**config.mk**
```make
export PLATFORM = sky130hd
export DESIGN_NAME = fir_stream_mc
export DESIGN_NICKNAME = d
export VERILOG_FILES = /design/src/rtl/fir_pkg.sv /design/src/rtl/fir_tap_bank.sv /design/src/rtl/fir_stream_mc.sv
export SDC_FILE = /design/constraint.sdc
export NUM_CORES = 1
export LEC_CHECK = 0
export CAP_MARGIN = 10
export CORE_ASPECT_RATIO = 1.2
export CORE_MARGIN = 4
export CORE_UTILIZATION = 40
export DETAILED_ROUTE_END_ITERATION = 10
export DONT_BUFFER_PORTS = 1
export PLACE_DENSITY_LB_ADDON = 0.3
export SETUP_SLACK_MARGIN = 0.3
export SLEW_MARGIN = 5
export SYNTH_ARGS = -nofsm -noshare
export SYNTH_HDL_FRONTEND = slang
export SYNTH_SLANG_ARGS = --single-unit
```
**constraint.sdc**
```tcl
create_clock -name clk -period 4.45 [get_ports clk]
set_input_delay 0.445 -clock clk [delete_from_list [all_inputs] [get_ports clk]]
set_output_delay 0.445 -clock clk [all_outputs]
set_load 0.05 [all_outputs]
```
**src/rtl/fir_pkg.sv**
```systemverilog
// Shared helpers for the multi-channel FIR: width derivation, stage-valid bundle and the output round/saturate step.
package fir_pkg;

  function automatic int clog2(input int v);
    int r;
    r = 0;
    while ((1 << r) < v) r++;
    return r;
  endfunction

  function automatic int acc_w(input int data_w, input int coef_w, input int taps);
    return data_w + coef_w + clog2(taps);
  endfunction

  function automatic int chan_w(input int channels);
    return clog2(channels) + 1;
  endfunction

  typedef struct packed {
    logic s1;
    logic s2;
    logic s3;
    logic s4;
  } stage_vld_t;

  // Round half up, arithmetic shift, optional clamp to a data_w-bit signed range.
  function automatic logic signed [63:0] sat_round(input logic signed [63:0] acc, input int shift,
                                                   input int data_w, input logic sat);
    logic signed [63:0] r;
    logic signed [63:0] hi;
    logic signed [63:0] lo;
    r = acc;
    if (shift > 0) r = r + (64'sd1 <<< (shift - 1));
    r  = r >>> shift;
    hi = (64'sd1 <<< (data_w - 1)) - 64'sd1;
    lo = -(64'sd1 <<< (data_w - 1));
    if (sat) begin
      if (r > hi) r = hi;
      else if (r < lo) r = lo;
    end
    return r;
  endfunction

endpackage

```
**src/rtl/fir_tap_bank.sv**
```systemverilog
// Per-channel delay lines; win is the write channel's line with the incoming sample shifted in at tap 0.
// Written only on a good-channel accept, so idle cycles and other channels leave a line untouched; clr zeroes all.
module fir_tap_bank
  import fir_pkg::*;
#(
  parameter int TAPS     = 5,
  parameter int DATA_W   = 8,
  parameter int CHANNELS = 2
) (
  input  logic                             clk,
  input  logic                             rst_n,
  input  logic                             clr,
  input  logic                             wr_en,
  input  logic [chan_w(CHANNELS)-1:0]      wr_chan,
  input  logic [DATA_W-1:0]                wr_data,
  output logic [TAPS-1:0][DATA_W-1:0]      win
);

  logic [TAPS-1:0][DATA_W-1:0] line_q [CHANNELS];
  logic [TAPS-1:0][DATA_W-1:0] line_d [CHANNELS];

  always_comb begin
    win    = '0;
    win[0] = wr_data;
    for (int c = 0; c < CHANNELS; c++) begin
      if (int'(wr_chan) == c) begin
        for (int k = 1; k < TAPS; k++) win[k] = line_q[c][k-1];
      end
    end
    for (int c = 0; c < CHANNELS; c++) begin
      line_d[c] = line_q[c];
      if (clr) line_d[c] = '0;
      else if (wr_en && int'(wr_chan) == c) line_d[c] = win;
    end
  end

  always_ff @(posedge clk or negedge rst_n) begin
    if (!rst_n) begin
      for (int c = 0; c < CHANNELS; c++) line_q[c] <= '0;
    end else begin
      for (int c = 0; c < CHANNELS; c++) line_q[c] <= line_d[c];
    end
  end

endmodule

```
**src/rtl/fir_stream_mc.sv**
```systemverilog
// Multi-channel streaming FIR, 4-stage pipeline (result 4 cycles after accept); FIR_SAT_EN selects saturate vs wrap.
// A stalled result (m_valid && !m_ready) freezes every stage and drops s_ready; clr empties the pipeline and history.
module fir_stream_mc
  import fir_pkg::*;
#(
  parameter int TAPS     = 5,
  parameter int DATA_W   = 8,
  parameter int COEF_W   = 8,
  parameter int CHANNELS = 2,
  parameter int SHIFT    = 3
) (
  input  logic                         clk,
  input  logic                         rst_n,
  input  logic                         clr,
  input  logic                         s_valid,
  output logic                         s_ready,
  input  logic [DATA_W-1:0]            s_data,
  input  logic [chan_w(CHANNELS)-1:0]  s_chan,
  output logic                         m_valid,
  input  logic                         m_ready,
  output logic [DATA_W-1:0]            m_data,
  output logic [chan_w(CHANNELS)-1:0]  m_chan,
  input  logic                         coef_we,
  input  logic [clog2(TAPS)-1:0]       coef_addr,
  input  logic [COEF_W-1:0]            coef_data,
  output logic                         err_chan,
  output logic [15:0]                  out_count
);

  localparam int CW    = chan_w(CHANNELS);
  localparam int PW    = DATA_W + COEF_W;
  localparam int ACC_W = acc_w(DATA_W, COEF_W, TAPS);
`ifdef FIR_SAT_EN
  localparam logic SAT_EN = 1'b1;
`else
  localparam logic SAT_EN = 1'b0;
`endif

  logic stall, en, accept, chan_ok;
  logic [TAPS-1:0][DATA_W-1:0] win;

  logic                        rdy_q, rdy_d;
  stage_vld_t                  vld_q, vld_d;
  logic [TAPS-1:0][COEF_W-1:0] coef_q, coef_d, coef1_q, coef1_d;
  logic [TAPS-1:0][DATA_W-1:0] win1_q, win1_d;
  logic [TAPS-1:0][PW-1:0]     prod2_q, prod2_d;
  logic [ACC_W-1:0]            sum3_q, sum3_d;
  logic [CW-1:0]               chan1_q, chan1_d, chan2_q, chan2_d, chan3_q, chan3_d;
  logic [CW-1:0]               m_chan_q, m_chan_d;
  logic [DATA_W-1:0]           m_data_q, m_data_d;
  logic                        err_q, err_d;
  logic [15:0]                 cnt_q, cnt_d;

  logic signed [PW-1:0]        xa [TAPS];
  logic signed [PW-1:0]        cb [TAPS];
  logic [TAPS-1:0][PW-1:0]     prod_c;
  logic [ACC_W-1:0]            sum_c;

  assign stall   = vld_q.s4 && !m_ready;
  assign en      = !stall;
  assign s_ready = rdy_q && !stall && !clr;
  assign accept  = s_valid && s_ready;
  assign chan_ok = int'(s_chan) < CHANNELS;

  fir_tap_bank #(.TAPS(TAPS), .DATA_W(DATA_W), .CHANNELS(CHANNELS)) u_tap_bank (
    .clk     (clk),
    .rst_n   (rst_n),
    .clr     (clr),
    .wr_en   (accept && chan_ok),
    .wr_chan (s_chan),
    .wr_data (s_data),
    .win     (win)
  );

  // Products and sum carry enough headroom that no intermediate result can overflow.
  always_comb begin
    sum_c = '0;
    for (int k = 0; k < TAPS; k++) begin
      xa[k]     = {{COEF_W{win1_q[k][DATA_W-1]}}, win1_q[k]};
      cb[k]     = {{DATA_W{coef1_q[k][COEF_W-1]}}, coef1_q[k]};
      prod_c[k] = xa[k] * cb[k];
      sum_c     = sum_c + {{(ACC_W-PW){prod2_q[k][PW-1]}}, prod2_q[k]};
    end
  end

  always_comb begin
    rdy_d    = 1'b1;
    vld_d    = vld_q;
    coef_d   = coef_q;
    coef1_d  = coef1_q;
    win1_d   = win1_q;
    prod2_d  = prod2_q;
    sum3_d   = sum3_q;
    chan1_d  = chan1_q;
    chan2_d  = chan2_q;
    chan3_d  = chan3_q;
    m_chan_d = m_chan_q;
    m_data_d = m_data_q;
    err_d    = accept && !chan_ok;
    cnt_d    = cnt_q;
    if (vld_q.s4 && m_ready) cnt_d = cnt_q + 16'd1;

    for (int k = 0; k < TAPS; k++) begin
      if (coef_we && int'(coef_addr) == k) coef_d[k] = coef_data;
    end

    // Coefficients are snapshotted with the window so a write never reaches a sample already accepted.
    if (en) begin
      vld_d.s1 = accept && chan_ok;
      vld_d.s2 = vld_q.s1;
      vld_d.s3 = vld_q.s2;
      vld_d.s4 = vld_q.s3;
      win1_d   = win;
      coef1_d  = coef_q;
      chan1_d  = s_chan;
      prod2_d  = prod_c;
      chan2_d  = chan1_q;
      sum3_d   = sum_c;
      chan3_d  = chan2_q;
      m_data_d = DATA_W'(sat_round({{(64-ACC_W){sum3_q[ACC_W-1]}}, sum3_q}, SHIFT, DATA_W, SAT_EN));
      m_chan_d = chan3_q;
    end
    if (clr) vld_d = '0;
  end

  always_ff @(posedge clk or negedge rst_n) begin
    if (!rst_n) begin
      rdy_q    <= 1'b0;
      vld_q    <= '0;
      coef_q   <= '0;
      coef1_q  <= '0;
      win1_q   <= '0;
      prod2_q  <= '0;
      sum3_q   <= '0;
      chan1_q  <= '0;
      chan2_q  <= '0;
      chan3_q  <= '0;
      m_chan_q <= '0;
      m_data_q <= '0;
      err_q    <= 1'b0;
      cnt_q    <= '0;
    end else begin
      rdy_q    <= rdy_d;
      vld_q    <= vld_d;
      coef_q   <= coef_d;
      coef1_q  <= coef1_d;
      win1_q   <= win1_d;
      prod2_q  <= prod2_d;
      sum3_q   <= sum3_d;
      chan1_q  <= chan1_d;
      chan2_q  <= chan2_d;
      chan3_q  <= chan3_d;
      m_chan_q <= m_chan_d;
      m_data_q <= m_data_d;
      err_q    <= err_d;
      cnt_q    <= cnt_d;
    end
  end

  assign m_valid   = vld_q.s4;
  assign m_data    = m_data_q;
  assign m_chan    = m_chan_q;
  assign err_chan  = err_q;
  assign out_count = cnt_q;

endmodule
```
### Word level (Yosys, flattened, before mapping)

Cells that the tools add are included.

| storage, ports and cells | value |
|---|---|
| bits in registers | 288 |
| output and inout bits | 29 |
| word-level logic and storage cells | 89 |

| operators by class | value |
|---|---|
| add/subtract/negate cells | 6 |
| $mul | 5 |
| magnitude comparators | 1 |
| equal/unequal tests | 6 |
| multiplexer cells | 8 |
| reductions and logical operators | 22 |

Operators by type and width:

| kind | count |
|---|---|
| $mux W32 | 6 |
| $mul A8 B8 Y11 | 5 |
| $add A11 B11 Y11 | 4 |
| $add A16 B1 Y16 const B | 1 |
| $logic_and A1 B1 Y1 | 14 |
| $add A11 B4 Y11 const B | 1 |
| $eq A3 B3 Y1 const B | 3 |
| $mux W4 | 2 |
| $logic_not A1 Y1 | 4 |
| $reduce_bool A2 Y1 | 2 |
| $eq A3 B2 Y1 const B | 1 |
| $logic_not A3 Y1 | 1 |
| $eq A2 B2 Y1 const B | 1 |
| $logic_not A2 Y1 | 1 |
| $lt A2 B2 Y1 const B | 1 |
| $ne A2 B2 Y1 const B | 1 |

### Longest topological paths before layout

Gate-level depths: netlist of run 1.

| depth | value |
|---|---|
| depth in word-level cells | 10 |
| gate-level depth with buffers | 19 |
| mapped depth without buffers | 18 |

### By module

From an unflattened synthesis of run 1, not the netlist that was laid out.

| unflattened totals | value |
|---|---|
| cell total of the unflattened synthesis | 2208 |
| area total of the unflattened synthesis | 21159.0 um^2 |

By module, submodules not included:

| module | times used | cells an instance | area each (um^2) | seq. area each (um^2) |
|---|---|---|---|---|
| fir_stream_mc | 1 | 1908 | 17805.8 | 5555.3 |
| fir_tap_bank | 1 | 300 | 3353.2 | 1601.5 |

### Worst setup path before layout of run 1

No wires, ideal clock.

| timing | value |
|---|---|
| path kind | flip-flop to flip-flop |
| from | register coef1_q (netlist bit cb[19]) |
| to | register prod2_q[58] (netlist name) |
| setup time | 0.124 ns |
| data arrival time | 3.763 ns |
| data required time | 4.326 ns |
| path slack | 0.564 ns |
| stages on the path, launching flop included | 17 |
| buffers on the path | 1 |
| clock period less this slack | 3.886 ns |
| cells stage by stage | dfrtp_1 -> clkbuf_1 -> and2_1 -> fa_1 -> inv_1 -> fa_1 -> inv_1 -> fa_1 -> inv_1 -> fa_1 -> inv_1 -> ha_1 -> o21ai_0 -> o21bai_1 -> a21oi_1 -> xnor2_1 -> o21ai_1 |

| on the way | value |
|---|---|
| cells in the longest elaborated chain, start to end | 1 |

Ends and longest elaborated chain:

| what | line | text |
|---|---|---|
| from (decl) | fir_stream_mc.sv:44 | `logic [TAPS-1:0][COEF_W-1:0] coef_q, coef_d, coef1_q, coef1_d;` |
| from (signal assigned) | fir_stream_mc.sv:146 | `coef1_q <= coef1_d;` |
| $mul A8 B8 Y11 | fir_stream_mc.sv:81 | `prod_c[k] = xa[k] * cb[k];` |
| to (signal assigned) | fir_stream_mc.sv:148 | `prod2_q <= prod2_d;` |
| to (decl) | fir_stream_mc.sv:46 | `logic [TAPS-1:0][PW-1:0] prod2_q, prod2_d;` |

No other way between the ends.
A chain may end at the register's enable or synchronous reset.

### Worst setup path after layout of run 1

| timing | value |
|---|---|
| from | register coef1_q (netlist bit cb[20]) |
| to | register prod2_q[58] (netlist name) |

The elaborated chain is that of the path after synthesis.

==> results of run 1 <==
## cell type report
type                            instances  area share, %
Inverter                              340           5.55
Timing Repair Buffer                   32           1.32
Tap cell                              697           3.79
Clock buffer                           44           4.17
Clock inverter                         16           1.16
Multi-Input combinational cell       1546           52.8
Sequential cell                       286           31.3
## how the worst max path moves through the flow
stage	start	depth (start not counted)	to	slack, ns
6_report	cb[20]$_DFFE_PN0N_	15	prod2_q[58]$_DFFE_PN0N_	0.46
2_1_floorplan	cb[19]$_DFFE_PN0N_	16	prod2_q[58]$_DFFE_PN0N_	0.56
3_3_place_gp	cb[20]$_DFFE_PN0N_	15	prod2_q[58]$_DFFE_PN0N_	0.43
5_1_grt	win1_q[32]$_DFFE_PN0N_	14	prod2_q[73]$_DFFE_PN0N_	0.30
4_1_cts	cb[20]$_DFFE_PN0N_	15	prod2_q[58]$_DFFE_PN0N_	0.32
3_5_place_dp	cb[20]$_DFFE_PN0N_	15	prod2_q[58]$_DFFE_PN0N_	0.31
## cells by family after synthesis
kind of cell / Yosys count / synth area share (%)
AO/OA/AOI/OAI: 200 / 5.15
buffers and inverters: 416 / 7.72
XOR/XNOR: 114 / 5.29
other: 1 / 0.0180
flip-flops: 286 / 34.4
adder cells (fa/ha/maj): 310 / 25.3
multiplexers: 73 / 3.76
AND/OR/NAND/NOR: 848 / 18.4
## power by group through the flow
stage,combinational [mW],clock [mW],sequential [mW]
4_1_cts,3.54,3.15,3.55
3_5_place_dp,3.50,0,3.60
3_3_place_gp,3.42,0,3.58
5_1_grt,4.13,3.25,3.60
6_report,3.55,3.05,3.54
2_1_floorplan,2.84,0,3.40
## state kept, by name, indices dropped and copies added (netlist names)
register,cells
m_valid,1
m_data,8
chan3_q,2
err_chan,1
u_tap_bank.line_q,64
sum3_q,9
out_count,16
cb,40
prod2_q,55
win1_q,40
rdy_q,1
vld_q,3
chan1_q,2
chan2_q,2
coef_q,40
m_chan,2
## through the flow
stage	worst slack, ns	cell area [um^2]
global placement	0.430	21500
floorplan	0.564	20800
detailed placement	0.311	21500
global route	0.302	23000
CTS	0.320	22900
finish	0.463	23000
## per-layer routing
layer	up-vias	share of wire, %	routed length [um]
li1	6862	-	-
met1	7002	43	20600
met2	222	49	23500
met3	75	3.8	1840
met4	0	3.9	1880
met5	-	0	0
## what timing repair did
item                       in CTS  in global routing
gates resized for setup         0                 42
hold endpoints to repair      364                286
setup endpoints to repair       0                  9
buffers inserted                0                 11
## cells in the final DEF, fill, tap and decap left out, types with 6 or more instances in the layout
cell / netlist / routed
sky130_fd_sc_hd__xnor2_1: 80 / 80
sky130_fd_sc_hd__mux2i_1: 32 / 32
sky130_fd_sc_hd__bufinv_16: 0 / 6
sky130_fd_sc_hd__o21bai_1: 10 / 10
sky130_fd_sc_hd__xor2_1: 26 / 26
sky130_fd_sc_hd__a21o_1: 9 / 9
sky130_fd_sc_hd__o21ai_0: 39 / 34
sky130_fd_sc_hd__nor2b_1: 9 / 6
sky130_fd_sc_hd__and2_1: 169 / 169
sky130_fd_sc_hd__dfrtp_1: 286 / 258
sky130_fd_sc_hd__nand2_1: 530 / 530
sky130_fd_sc_hd__nor3_1: 10 / 7
sky130_fd_sc_hd__and3_1: 6 / 6
sky130_fd_sc_hd__nand2b_1: 18 / 17
sky130_fd_sc_hd__dlygate4sd3_1: 0 / 10
sky130_fd_sc_hd__clkbuf_16: 0 / 35
sky130_fd_sc_hd__mux2_1: 24 / 24
sky130_fd_sc_hd__nor2_1: 67 / 67
sky130_fd_sc_hd__buf_4: 0 / 19
sky130_fd_sc_hd__fa_1: 184 / 184
sky130_fd_sc_hd__mux2_2: 17 / 17
sky130_fd_sc_hd__dfrtp_2: 0 / 28
sky130_fd_sc_hd__nand3_1: 15 / 15
sky130_fd_sc_hd__o21ai_1: 28 / 32
sky130_fd_sc_hd__and2_2: 8 / 8
sky130_fd_sc_hd__a21oi_1: 104 / 101
sky130_fd_sc_hd__ha_1: 126 / 126
sky130_fd_sc_hd__inv_1: 340 / 340
==> results.toml, run 1 <==
[placement]
dp_cells = 2879
gp_routability_congestion = 0.848
dp.final_hpwl_um = 35100
port-buffer-count = 0

[worst_setup_path]
crit_arrival_ns = 4.39
rr_worst_depth = 15
timing.critical_path.required_ns = 4.85
regToRegSetupSlack_ns = 0.46
delay_of_the_slowest_critical_path_stage_ns = 0.54
critical_path.endpoint_type = "flop"
timing.rr.start = "cb[20]$_DFFE_PN0N_"
path_max_fanout = 7
critical-path-slowest-cell = "sky130_fd_sc_hd__fa_1"
cpLargestDelayFamily = "adder cells"
timing.critical_path.from_type = "flop"
path_class = "reg -> reg"
timing.rr.end = "prod2_q[58]$_DFFE_PN0N_"
cp_cell_sequence = "and2_2 -> fa_1 -> inv_1 -> fa_1 -> inv_1 -> fa_1 -> inv_1 -> fa_1 -> inv_1 -> ha_1 -> o21ai_2 -> o21bai_1 -> a21oi_1 -> xnor2_1 -> o21ai_1"
critical_path.n_buffers_inverters = 4

[timing]
maxClockFrequency_mhz = 251
max_slew_margin_pct = 21.5
finalWorstPathRequiredPeriod_ns = 3.99
grt_setup_unrepaired = "no"
max_slew.worst_pin.slew_ns = 1.16
final-max-slew-violation-count = 0
timing.final.setup_violations = 0
finalHoldViolCount = 286
fin_worst_hold_slack_ns = -0.404
finalClockSkew_ns = 0.0168
fin_tns_setup_ns = 0
final_critical_path_share_of_the_clock_period_pct = 89.6

[pwr]
power.switching_fraction_pct = 35.3
cellInternalPower_mw = 6.56
power.switching_mw = 3.58
seq_power_share_pct = 34.9
p_leak_nw = 11.2
power.combinational.fraction_pct = 35.0
power.density_nw_per_um2 = 441
design_power_total_mw = 10.1
power.ir.vdd_worst_v = 0.000360
p_clk_share_pct = 30.1

[logic_synthesis]
synth_edf_count = 0
ys_async_sr_fraction_pct = 100
area_share_of_the_largest_cell_type_after_synthesis_pct = 34.4
synth.lib_cells_used.distinct = 50
post_synth_main_area_contributors = "sky130_fd_sc_hd__dfrtp_1 (34%), sky130_fd_sc_hd__fa_1 (18%), sky130_fd_sc_hd__nand2_1 (9.6%)"
synth.ff_latch_count = 286
synth_warnings = 0
yosys.cell_count.top_type = "sky130_fd_sc_hd__nand2_1"
synth_area_um2 = 20800
cell_count_after_synthesis = 2248
avgSynthCellArea_um2 = 9.26
ys.flop_type = "sky130_fd_sc_hd__dfrtp_1"
ys_top_cells_by_count = "sky130_fd_sc_hd__nand2_1 (530), sky130_fd_sc_hd__inv_1 (340), sky130_fd_sc_hd__dfrtp_1 (286), sky130_fd_sc_hd__fa_1 (184), sky130_fd_sc_hd__and2_1 (169)"
synth_top_area_cell = "sky130_fd_sc_hd__dfrtp_1"
synth.net_count = 2585
synth_seq_area_share_pct = 34.4

[floorplanning]
start_util_pct = 40.5
die_area_um2 = 55800
die_width_um = 216
die_height_um = 258
num_rows = 91
floorplan.core_area_um2 = 51500
design.portCount = 56

[final_layout]
seq_area_um2 = 7190
filler_cell_count = 5089
finish.net_count = 2577
multi_input_area_um2 = 12100
drive_gt1_share_pct = 6.76
antenna_cells_inserted = 0
syn_to_final_growth_pct = 10.5
number_of_cells_in_the_finished_layout_apart_from_fillers = 2961
share_of_the_core_filled_with_cells_pct = 44.7

[cts]
cts_root_buffer_type = "sky130_fd_sc_hd__clkbuf_16"
clk_transition_reported_paths_ns = 0.06
clock_insertion_delay_at_the_later_pin_of_the_skew_report_ns = 0.54
cts_hold_buf = 11
cts_buffer_depth = 3
numClockSinks = 286
tritoncts = "done"
cts_made_buffers = 34
ctsHtreeMaxLevel = 2

[detailed_routing]
detail_route.wl_per_cell_um = 16.1
detail_route.iter0.violations = 686
remaining_drc_errors = 0
via_count = 14161
detail_route.wirelength_um = 47800
route.antenna.remaining_nets = 0
via_density = 4.78
drtPass1Iterations = 5

[grt]
grt_antenna_before_repair = 3
number_of_global_route_vias_before_repair = 14877
grtUsageMet2_pct = 30.2
grt_max_degree = 287
grt_most_used_layer = "met2"
globalRouteMet3Util_pct = 2.84
gr-usage-all-layers_pct = 17.5
grt_first_pass_wirelength_um = 79100
grt_overflow = 0
grt_util_met1_pct = 22.2

[run_status]
outcome = "finished, violations left"
failed_checks = "hold timing"

[hold_path]
min-delay-path-class = "in -> async"

[flow_run]
drv_cap = 0
(Power assumes the default switching activity.)
==> run 2: changes to the inputs <==
- CORE_UTILIZATION: 40 -> 65
- PLACE_DENSITY: unset -> 0.81
- PLACE_DENSITY_LB_ADDON: 0.3 -> unset
==> results.toml, run 2 (synthesized netlist as in run 1, its figures left out) <==
[run_status]
outcome = "finished, violations left"
failed_checks = "hold timing"

[worst_setup_path]
timing.critical_path.required_ns = 4.89
critical_path.endpoint_type = "flop"
crit_arrival_ns = 4.41
path_max_fanout = 5
cp_cell_sequence = "and2_1 -> fa_1 -> inv_1 -> fa_1 -> inv_1 -> fa_1 -> inv_1 -> fa_1 -> inv_1 -> ha_1 -> nor3_2 -> o21bai_1 -> a21oi_1 -> xnor2_1 -> o21ai_1"
timing.critical_path.from_type = "flop"
critical-path-slowest-cell = "sky130_fd_sc_hd__fa_1"
delay_of_the_slowest_critical_path_stage_ns = 0.55
path_class = "reg -> reg"

[floorplanning]
design.portCount = 56
die_width_um = 171
die_height_um = 204
num_rows = 71
start_util_pct = 66.2
die_area_um2 = 35000
floorplan.core_area_um2 = 31400

[timing]
maxClockFrequency_mhz = 251
max_slew.worst_pin.slew_ns = 0.898
finalHoldViolCount = 286
grt_setup_unrepaired = "yes"
fin_worst_hold_slack_ns = -0.421
finalClockSkew_ns = 0.0196
fin_tns_setup_ns = 0
max_slew_margin_pct = 39.9
finalWorstPathRequiredPeriod_ns = 3.98
final-max-slew-violation-count = 0
timing.final.setup_violations = 0
final_critical_path_share_of_the_clock_period_pct = 89.4

[final_layout]
largest_register_ffs = 64
biggest_regs = "u_tap_bank.line_q (64), prod2_q (55)"
mostFrequentLayoutCell = "sky130_fd_sc_hd__nand2_1"
mostFrequentLayoutCells = "sky130_fd_sc_hd__nand2_1 (530), sky130_fd_sc_hd__inv_1 (340), sky130_fd_sc_hd__dfrtp_1 (262)"
finish.net_count = 2585
registers.top_by_ff_count = "u_tap_bank.line_q"
number_of_cells_in_the_finished_layout_apart_from_fillers = 2672
drive_gt1_share_pct = 6.65
share_of_the_core_filled_with_cells_pct = 72.0
antenna_cells_inserted = 0
syn_to_final_growth_pct = 8.68

[grt]
grt_first_pass_wirelength_um = 78700
grt_antenna_before_repair = 2
number_of_global_route_vias_before_repair = 15893
gr-usage-all-layers_pct = 28.0
grt_overflow = 0
grt_max_degree = 287

[detailed_routing]
detail_route.iter0.violations = 853
detail_route.wl_per_cell_um = 17.5
via_count = 14744
route.antenna.remaining_nets = 0
drtPass1Iterations = 5
via_density = 5.52
remaining_drc_errors = 0
detail_route.wirelength_um = 46800

[placement]
dp_cells = 2584
dp.final_hpwl_um = 33800
gp_routability_congestion = 0.904
port-buffer-count = 0

[cts]
numClockSinks = 286
tritoncts = "done"
ctsHtreeMaxLevel = 1
cts_made_buffers = 29
cts_root_buffer_type = "sky130_fd_sc_hd__clkbuf_16"
clock_insertion_delay_at_the_later_pin_of_the_skew_report_ns = 0.58
cts_buffer_depth = 3
clk_transition_reported_paths_ns = 0.06

[pwr]
power.density_nw_per_um2 = 441
power.ir.vdd_worst_v = 0.000391
p_leak_nw = 11.2

[hold_path]
min-delay-path-class = "in -> async"

[flow_run]
drv_cap = 0
## run 2: cell type report
type | count | area, um^2
Inverter | 340 | 1280
Clock inverter | 13 | 265
Timing Repair Buffer | 45 | 423
Sequential cell | 286 | 7190
Clock buffer | 41 | 811
Multi-Input combinational cell | 1546 | 12200
Fill cell | 2263 | 8820
Tap cell | 401 | 502
## run 2: path summary, 6_finish.rpt
check	startpoint	endpoint	slack (ns)	depth (start not counted)
min in group clk	s_data[5]	u_tap_bank.line_q[45]$_DFFE_PN0P_	0.02	2
max reg2reg	cb[50]$_DFFE_PN0N_	prod2_q[26]$_DFFE_PN0N_	0.47	15
max in group asynchronous	rst_n	win1_q[35]$_DFFE_PN0N_	4.14	0
max	cb[50]$_DFFE_PN0N_	prod2_q[26]$_DFFE_PN0N_	0.47	15
min reg2reg	coef_q[25]$_DFFE_PN0P_	cb[17]$_DFFE_PN0N_	0.47	2
min	rst_n	m_chan[0]$_DFFE_PN0N_	-0.42	0
## run 2: worst max-delay path, delay by kind of cell (launching register included)
family / cells / cell delay (ns)
buffers and inverters: 4 / 0.19
AOI/OAI and AO/OA: 3 / 0.35
adders and majority gates: 5 / 2.26
xor gates and xnor gates: 1 / 0.14
DFF: 1 / 0.44
and+or+nand+nor: 2 / 0.46
## run 2: per-stage QoR
step	worst slack [ns]	power (mW)	area [um^2]	hold slack, ns
finish	0.473	9.97	22600	-0.421
global route	0.238	10.7	22600	-0.449
CTS	0.306	9.90	22400	-0.449
detailed placement	0.298	7.12	21100	0.157
global placement	0.463	6.91	21100	0.158
floorplan	0.564	6.25	20800	0.149
## run 2: power by group
group	internal [mW]	switching [mW]
logic	1.71	1.98
registers	3.01	0.538
clock network	1.68	1.05
total	6.40	3.57
## run 2: what timing repair did
action,4_1_cts,5_1_grt
buffers inserted,0,17
hold buffers,15,2
hold endpoints to repair,367,288
gates resized for setup,1,42
pin swaps,0,8
endpoints found under the setup margin,1,11
## run 2: layer usage
metal	track usage [%]	wire, um	share of wire [%]
met5	0	0	0
met4	11.5	2420	5.2
met3	3.91	2230	4.8
met2	48.4	23600	50
met1	35.6	18600	40
==> run 3: changes to the inputs <==
- CORE_UTILIZATION: 65 -> 35
- PLACE_DENSITY: 0.81 -> 0.5
- clock period: 4.45 -> 3.89 ns (I/O delays scaled with it)
==> results.toml, run 3 (synthesized netlist as in run 1, its figures left out) <==
[worst_setup_path]
timing.critical_path.from_type = "flop"
crit_arrival_ns = 4.26
path_max_fanout = 5
critical-path-slowest-cell = "sky130_fd_sc_hd__fa_1"
cp_cell_sequence = "and2_4 -> fa_1 -> inv_1 -> fa_1 -> inv_2 -> fa_1 -> inv_1 -> fa_1 -> inv_2 -> ha_4 -> inv_2 -> o21bai_1 -> a21oi_2 -> xor2_1 -> buf_4 -> o21ai_1"
cpLargestDelayFamily = "adder cells"
delay_of_the_slowest_critical_path_stage_ns = 0.53
cp_common_cell = "sky130_fd_sc_hd__fa_1"
timing.critical_path.required_ns = 4.30
path_class = "reg -> reg"
critical_path.n_buffers_inverters = 6
critical_path.endpoint_type = "flop"

[placement]
dpl_cell_area_um2 = 22200
dp_cells = 3029
port-buffer-count = 0
gp_routability_congestion = 0.812
dp.final_hpwl_um = 36400
dpl_worst_slack_ns = -0.195

[pwr]
p_leak_nw = 11.9
p_clk_share_pct = 26.3
cellInternalPower_mw = 7.91
power.ir.vdd_worst_v = 0.000399
power.density_nw_per_um2 = 502
power.switching_fraction_pct = 36.9
design_power_total_mw = 12.5
seq_power_share_pct = 32.1
power.switching_mw = 4.62
power.combinational.fraction_pct = 41.6

[timing]
timing.final.ws_setup_ns = 0.0346
grt_setup_unrepaired = "yes"
max_slew_margin_pct = 27.8
fin_worst_hold_slack_ns = -0.470
finalHoldViolCount = 286
timing.final.setup_violations = 0
maxClockFrequency_mhz = 259
finalClockSkew_ns = 0.0134
final-max-slew-violation-count = 0
final_critical_path_share_of_the_clock_period_pct = 99.1
max_slew.worst_pin.slew_ns = 1.08
finalWorstPathRequiredPeriod_ns = 3.86
fin_tns_setup_ns = 0

[final_layout]
share_of_the_core_filled_with_cells_pct = 42.6
number_of_cells_in_the_finished_layout_apart_from_fillers = 3188
mostFrequentLayoutCells = "sky130_fd_sc_hd__nand2_1 (525), sky130_fd_sc_hd__inv_1 (296), sky130_fd_sc_hd__dfrtp_1 (241)"
drive_gt1_share_pct = 19.7
mostFrequentLayoutCell = "sky130_fd_sc_hd__nand2_1"
syn_to_final_growth_pct = 19.8
finish.net_count = 2709
biggest_regs = "u_tap_bank.line_q (64), prod2_q (55)"
finalInstanceArea_um2 = 24900
registers.top_by_ff_count = "u_tap_bank.line_q"
largest_register_ffs = 64

[cts]
cts_buffer_depth = 3
clk_transition_reported_paths_ns = 0.07
cts_made_buffers = 36
numClockSinks = 286
cts_hold_buf = 20
cts_root_buffer_type = "sky130_fd_sc_hd__clkbuf_16"
tritoncts = "done"
ctsHtreeMaxLevel = 2
clock_insertion_delay_at_the_later_pin_of_the_skew_report_ns = 0.56

[grt]
grt_antenna_before_repair = 4
grt_overflow = 0
grt_first_pass_wirelength_um = 85400
number_of_global_route_vias_before_repair = 15844
grt_max_degree = 287
gr-usage-all-layers_pct = 16.9

[detailed_routing]
detail_route.wirelength_um = 52300
via_count = 14696
detail_route.iter0.violations = 599
route.antenna.remaining_nets = 0
remaining_drc_errors = 0
via_density = 4.61
detail_route.wl_per_cell_um = 16.4
drtPass1Iterations = 5

[hold_path]
min-delay-path-class = "in -> async"

[floorplanning]
die_width_um = 231
design.portCount = 56
floorplan.core_area_um2 = 58600
num_rows = 97
die_area_um2 = 63500
start_util_pct = 35.5
die_height_um = 275

[run_status]
outcome = "finished, violations left"
failed_checks = "hold timing"

[flow_run]
drv_cap = 0
-- run 3: layer usage --
metal / part of all wire [%] / track usage [%] / vias up / wire length [um]
li1: - / - / 7131 / -
met1: 42 / 21.0 / 7319 / 22100
met2: 52 / 30.9 / 175 / 27400
met3: 2.8 / 1.98 / 71 / 1480
met4: 2.6 / 4.89 / 0 / 1340
met5: 0 / 0 / - / 0
-- run 3: worst paths after layout --
kind	slack [ns]	to	start	depth (start not counted)
setup / recovery	0.03	prod2_q[41]$_DFFE_PN0N_	cb[33]$_DFFE_PN0N_	16
hold / removal	-0.47	prod2_q[58]$_DFFE_PN0N_	rst_n	0
setup reg to reg	0.03	prod2_q[41]$_DFFE_PN0N_	cb[33]$_DFFE_PN0N_	16
hold reg to reg	0.46	cb[35]$_DFFE_PN0N_	coef_q[19]$_DFFE_PN0P_	2
max in group asynchronous	3.76	cb[52]$_DFFE_PN0N_	rst_n	0
min in group clk	0.04	win1_q[8]$_DFFE_PN0N_	s_chan[1]	3
-- run 3: worst reg2reg max path: cells and delay by family (launching register included) --
kind	cells	cell delay (ns)
XOR/XNOR	1	0.17
AND/OR/NAND/NOR	1	0.18
adder cells (fa/ha/maj)	5	2.30
buffers and inverters	6	0.37
flip-flops	1	0.42
AO/OA/AOI/OAI	3	0.26
-- run 3: power groups by stage --
stage | Combinational [mW] | Sequential (mW) | Clock, mW
finish | 5.22 | 4.02 | 3.29
global route | 5.94 | 4.09 | 3.51
CTS | 4.95 | 4.02 | 3.40
detailed placement | 4.45 | 4.08 | 0
global placement | 4.40 | 4.07 | 0
floorplan | 3.45 | 3.90 | 0
-- run 3: timing repair --
action,CTS,global route
resized for setup,106,139
endpoints found under the setup margin,25,28
endpoints found under the hold margin,404,286
pin swaps,71,108
buffers inserted,49,28
-- run 3: area by class of cell --
type                       count  area [um^2]
clock inverter                13          111
clock buffer                  48         1030
timing repair buffer         162         1400
antenna                        1         2.50
fill                        5825        33700
inverter                     340         1280
sequential                   286         7210
tap                          792          991
multi-input combinational   1546        12900
